`src/rtl/mem_bus_arbiter.sv`:
```
// rtl/mem_bus_arbiter.sv - fetch/data arbiter onto a single sram-like memory bus
//
// Shares one external sram-like bus between the fetch-stage instruction port
// and the mem-stage data port. One transaction is outstanding at a time. Data
// wins ties, but a starvation counter forces an instruction grant after
// STARVE_MAX consecutive data grants taken while a fetch was waiting.
//
// Parameters
//   ADDR_W      address width
//   DATA_W      data width
//   STARVE_MAX  data grants allowed while a fetch waits; 0 = pure data priority
//
// Ports
//   clk, rst                          clock (rising edge), async active-low reset
//   inst_req/inst_addr                fetch request (read, word size)
//   inst_addr_ok/data_ok/rdata        fetch handshake and read data
//   data_req/wr/size/addr/wdata       data request
//   data_addr_ok/data_ok/rdata        data handshake and read data
//   bus_req/wr/size/addr/wdata        registered bus request fields
//   bus_addr_ok/data_ok/rdata         bus responses

module mem_bus_arbiter #(
  parameter int ADDR_W     = 32,
  parameter int DATA_W     = 32,
  parameter int STARVE_MAX = 4
) (
  input  logic              clk,
  input  logic              rst,

  input  logic              inst_req,
  input  logic [ADDR_W-1:0] inst_addr,
  output logic              inst_addr_ok,
  output logic              inst_data_ok,
  output logic [DATA_W-1:0] inst_rdata,

  input  logic              data_req,
  input  logic              data_wr,
  input  logic [1:0]        data_size,
  input  logic [ADDR_W-1:0] data_addr,
  input  logic [DATA_W-1:0] data_wdata,
  output logic              data_addr_ok,
  output logic              data_data_ok,
  output logic [DATA_W-1:0] data_rdata,

  output logic              bus_req,
  output logic              bus_wr,
  output logic [1:0]        bus_size,
  output logic [ADDR_W-1:0] bus_addr,
  output logic [DATA_W-1:0] bus_wdata,
  input  logic              bus_addr_ok,
  input  logic              bus_data_ok,
  input  logic [DATA_W-1:0] bus_rdata
);

  localparam int CNT_W = (STARVE_MAX > 1) ? $clog2(STARVE_MAX + 1) : 1;
  localparam logic [CNT_W-1:0] STARVE_LIM = CNT_W'(STARVE_MAX);

  typedef enum logic [1:0] {
    IDLE = 2'd0,
    ADDR = 2'd1,
    WAIT = 2'd2
  } stateT;

  typedef enum logic {
    OWN_INST = 1'b0,
    OWN_DATA = 1'b1
  } ownerT;

  stateT            state;
  ownerT            owner;
  logic [CNT_W-1:0] starveCnt;

  logic             complete;
  logic             arbitrate;
  logic             instPend;
  logic             dataPend;
  logic             starveHit;
  logic             grantInst;
  logic             grantData;
  logic             rdataActive;
  logic [CNT_W-1:0] starveNext;

  // A response completes either in WAIT or when address and data are
  // accepted together in ADDR; both cases re-arbitrate on the same edge.
  assign complete  = ((state == WAIT) && bus_data_ok) ||
                     ((state == ADDR) && bus_addr_ok && bus_data_ok);
  assign arbitrate = (state == IDLE) || complete;

  // When address and data complete together in ADDR, the owner's req is the
  // one being accepted this cycle, so it must not count as a new request.
  assign instPend = inst_req && !((state == ADDR) && (owner == OWN_INST));
  assign dataPend = data_req && !((state == ADDR) && (owner == OWN_DATA));

  assign starveHit = (STARVE_MAX != 0) && (starveCnt == STARVE_LIM);
  assign grantInst = instPend && (!dataPend || starveHit);
  assign grantData = dataPend && !grantInst;

  assign starveNext = (starveCnt == STARVE_LIM) ? starveCnt : starveCnt + 1'b1;

  always_ff @(posedge clk or negedge rst) begin
    if (!rst) begin
      state     <= IDLE;
      owner     <= OWN_INST;
      starveCnt <= '0;
      bus_req   <= 1'b0;
      bus_wr    <= 1'b0;
      bus_size  <= 2'b00;
      bus_addr  <= '0;
      bus_wdata <= '0;
    end else if (arbitrate) begin
      if (grantInst) begin
        state     <= ADDR;
        owner     <= OWN_INST;
        starveCnt <= '0;
        bus_req   <= 1'b1;
        bus_wr    <= 1'b0;
        bus_size  <= 2'b10;
        bus_addr  <= inst_addr;
        bus_wdata <= '0;
      end else if (grantData) begin
        state     <= ADDR;
        owner     <= OWN_DATA;
        if (instPend) begin
          starveCnt <= starveNext;
        end
        bus_req   <= 1'b1;
        bus_wr    <= data_wr;
        bus_size  <= data_size;
        bus_addr  <= data_addr;
        bus_wdata <= data_wdata;
      end else begin
        state   <= IDLE;
        bus_req <= 1'b0;
      end
    end else if ((state == ADDR) && bus_addr_ok) begin
      state   <= WAIT;
      bus_req <= 1'b0;
    end
  end

  // Read data is only forwarded while a response can be valid; the
  // non-owner always sees zero.
  assign rdataActive = (state == WAIT) || complete;

  always_comb begin
    inst_addr_ok = 1'b0;
    data_addr_ok = 1'b0;
    inst_data_ok = 1'b0;
    data_data_ok = 1'b0;
    inst_rdata   = '0;
    data_rdata   = '0;
    if (owner == OWN_INST) begin
      inst_addr_ok = (state == ADDR) && bus_addr_ok;
      inst_data_ok = complete;
      if (rdataActive) begin
        inst_rdata = bus_rdata;
      end
    end else begin
      data_addr_ok = (state == ADDR) && bus_addr_ok;
      data_data_ok = complete;
      if (rdataActive) begin
        data_rdata = bus_rdata;
      end
    end
  end

endmodule

```
`config.mk`:
```
export PLATFORM = sky130hd
export DESIGN_NAME = mem_bus_arbiter
export DESIGN_NICKNAME = d
export VERILOG_FILES = /design/src/rtl/mem_bus_arbiter.sv
export SDC_FILE = /design/constraint.sdc
export NUM_CORES = 1
export LEC_CHECK = 0
export ABC_CLOCK_PERIOD_IN_PS = 2300
export CAP_MARGIN = 20
export CORE_AREA = 2 2 106 108
export DETAILED_ROUTE_END_ITERATION = 12
export DIE_AREA = 0 0 108 110
export DONT_BUFFER_PORTS = 1
export PLACE_DENSITY_LB_ADDON = 0.1
export RECOVER_POWER = 100
export SKIP_LAST_GASP = 1
export SLEW_MARGIN = 20
export SYNTH_ARGS = -nofsm -noshare
export SYNTH_HDL_FRONTEND = slang
export SYNTH_SLANG_ARGS = --single-unit
```
`constraint.sdc`:
```
create_clock -name clk -period 2.3 [get_ports clk]
set_clock_uncertainty 0.05 [all_clocks]
set_input_delay 0.69 -clock clk [delete_from_list [all_inputs] [get_ports clk]]
set_output_delay 0.69 -clock clk [all_outputs]
set_load 0.02 [all_outputs]
```
==> summary.md <==
| Metric | Value |
|---|---|
| GP Congestion | 0.6895 |
| Area Growth Syn to Fin | 15.03% |
| Ports | 273 |
| Clock latency on the worst-skew pair | 0.34 ns |
| Hold Fails Final Rpt | 49 |
| Compound-Gate Fraction of Synth Area | 0.02474 |
| Register bit total from synthesis | 73 |
| Worst path arrival time | 1.67 ns |
| Placement Rows | 38 |
| Initial antenna violation count | 0 |
| Endpoint type of the worst setup path | output pin |
| H-tree levels | 3 |
| Layout cells sized above 1 | 0.4488 |
| Post-synthesis xor/xnor area fraction | 0 |
| Vias in the first global route | 2670 |
| M1 WL | 3531 µm |
| Switching part of the total | 0.4561 |
| Commonest non-fill, non-tap cell in the layout | dfrtp_1 |
| Reg2Reg Depth | 7 |
| Comb power frac | 0.427 |
| Filler cells | 997 |
| Worst setup SP type | flip-flop |
| Worst-path cell chain | and2b_2, a31oi_4, nor2_4, clkbuf_16, and2_4 |
| Clock power frac | 0.127 |
| Period utilization | 1.047 |
| Crit-path leading delay family | simple AND/OR/NAND/NOR gates |
| Clock slew seen by the registers of the worst setup and hold paths | 0.09 ns |
| Syn nets | 508 |
| Antenna cell count | 0 |
| VDD IR max | 0.0006662 V |
| Register area share after synthesis | 0.4573 |
| Crit path depth | 5 |
| Simple-Gate Fraction of Synth Area | 0.1644 |
| Pwr dens | 1507 nW/µm² |
| Finished Layout Cells | 521 |
| Final antenna-violating net count | 0 |
| Static leakage | 0.002111 µW |
| Via density | 4.983 |
| Final worst slack | -0.1072 ns |
| F_max | 415.4 MHz |
| TritonCTS Buffers | 9 |
| Max Slew Vio Count | 0 |
| Synth area leader | dfrtp_1 |
| Yosys Warn Count | 0 |
| Routed wire length | 9745 µm |
| Mapped Avg Cell Area | 10.83 µm² |
| Sequential power share | 0.447 |
| Die width | 108 µm |
| Hold Crit Class | in -> async |
| Met2 WL | 5081 µm |
| Global-route wire length before repair | 14090 µm |
| Die footprint | 11880 µm² |
| Worst reg2reg startpoint | state[1] |
| Place WS | 0.004582 ns |
| Clock root buffer | clkbuf_8 |
| Bufs and invs on worst path | 1 |
| Max-cap violations | 0 |
| Top cell type's share of synthesized area | 0.4573 |
| DRT Pass-1 Iters | 4 |
| Routed wl met3 | 1024 µm |
| RR Endpoint | bus_wr |
| Clock buffer depth | 2 |
| Routed wire per std cell | 18.70 µm |
| Total track usage | 0.1556 |
| DPL Wire Length | 7188 µm |
| IO Port Bufs | 0 |
| R2r setup slk | 0.02 ns |
| Final core occ | 0.4296 |
| Unrepaired setup endpoints after global routing | true |
| Crit-path max FO | 16 |
| Critical path type | reg -> out |
| Vias | 2596 |
| CTS tree | built |
| Setup TNS | -4.843 ns |
| Max incr delay on CP | 0.39 ns |
| Critical Path RT | 1.56 ns |
| Largest net degree at the start of global routing | 74 |
| Net load switching power | 3159 µW |
| Worst relative slew slack | 0.6271 |
| Chip height | 110 µm |
| Gr ovfl total | 0 |
| Run status | finished with violations |
| Tmin final | 2.407 ns |
| Cell Area, Synth | 3995 µm² |
| Failing checks | negative hold slack, negative setup slack |
| Initial Util | 0.3735 |
| DP Cell Count | 502 |
| Clock Sinks | 73 |
| Internal power | 3766 µW |
| Final setup viols | 65 |
| Largest family of logic cells by synthesized area | multiplexers |
| Post-Synth Adder-Cell Area | 0.006264 |
| Iteration-0 DRC Markers | 65 |
| Top Metal Used | met4 |
| Layout Nets | 516 |
| Yosys cell types | 32 |
| Post-synthesis mux area share | 0.2762 |
| Most frequent cells in the layout | dfrtp_1, and2_4, mux2_2 |
| Core box area | 10700 µm² |
| Top cells by area, synth | dfrtp_1, mux2_2, and2_1 |
| Slew at the pin with the worst max-slew slack | 0.5594 ns |
| Slowest CP cell | dfrtp_1 |
| WHS | -0.02556 ns |
| Cell count after synthesis | 369 |
| Remaining DRCs | 0 |
per-stage QoR:
| stage | power [µW] | area, µm² |
|---|---|---|
| final | 6925 | 4596 |
| after global routing | 7403 | 4596 |
| after CTS | 7039 | 4609 |
| after detailed placement | 5852 | 4284 |
| after global placement | 5809 | 4284 |
| after floorplan | 5223 | 4070 |
Yosys cell counts:
| master | count |
|---|---|
| and2_1 | 64 |
| nand2b_1 | 2 |
| nand4_1 | 3 |
| and3_1 | 2 |
| or3b_1 | 1 |
| a21bo_2 | 2 |
| ha_1 | 2 |
| buf_6 | 6 |
| a21o_1 | 1 |
| dfrtp_1 | 73 |
| clkbuf_1 | 6 |
| buf_4 | 3 |
| a21oi_2 | 2 |
| mux2_1 | 2 |
| and2b_1 | 2 |
| o21bai_1 | 1 |
| mux2_2 | 64 |
| o211ai_1 | 1 |
| o21ai_0 | 1 |
| a21oi_1 | 1 |
| a31oi_1 | 1 |
| o211ai_2 | 1 |
| buf_2 | 5 |
| nand2_1 | 39 |
| nor2_1 | 4 |
| mux2i_1 | 36 |
| nor2b_1 | 1 |
| and3b_1 | 1 |
| inv_1 | 39 |
| a32o_1 | 1 |
| nand3_1 | 1 |
| nand3b_1 | 1 |
area by class of cell:
cell class / count / area [µm²] / share of cell area
multi-input combinational: 237 / 2098 / 0.4566
sequential: 73 / 1827 / 0.3975
tap: 140 / 175.2 / 0.03812
timing repair buffer: 17 / 182.7 / 0.03975
clock buffer: 9 / 123.9 / 0.02695
clock inverter: 6 / 42.54 / 0.009257
inverter: 39 / 146.4 / 0.03185
state kept, by name, summed over array words and instances (netlist names):
register   cells
state          2
starveCnt      3
bus_wr         1
owner          1
bus_wdata     32
bus_addr      32
bus_size       2
routing by layer:
| metal | up-vias | global-route usage |
|---|---|---|
| met1 | 1241 | 0.1736 |
| li1 | 1206 | - |
| met3 | 8 | 0.05820 |
| met5 | - | 0 |
| met4 | 0 | 0.05220 |
| met2 | 141 | 0.2745 |
worst reg2reg max path: stages, from the launching register on:
cell,delay [ns]
dfrtp_1,0.41
buf_4,0.15
or3b_1,0.41
a21oi_1,0.28
a21oi_4,0.05
clkbuf_4,0.37
buf_4,0.33
mux2i_1,0.17
worst max path at each step:
stage                startpoint        endpoint
floorplan           bus_addr_ok  data_rdata[10]
global placement    bus_addr_ok  inst_rdata[31]
detailed placement  bus_addr_ok  inst_rdata[31]
CTS                    state[1]  inst_rdata[12]
global route           state[1]  data_rdata[18]
finish                 state[1]   data_rdata[5]
power groups by stage:
stage / registers [µW] / logic (µW) / clock network, µW
CTS: 3110 / 3010 / 918
global route: 3180 / 3230 / 990
global placement: 3140 / 2670 / 0
floorplan: 2970 / 2260 / 0
detailed placement: 3130 / 2720 / 0
finish: 3090 / 2950 / 877
cells by family after synthesis:
group,Yosys count
mux,102
simple gates,121
compound gates,12
buf+inv,59
fa+ha+maj,2
flops,73
what timing repair did:
action,4_1_cts,5_1_grt
setup endpoints to repair,66,68
endpoints found under the hold margin,73,73
pin swaps,21,17
resized for setup,66,18
gates cloned,1,1
setup buffers,4,0
Note: power is estimated with default switching activity, not from simulation.
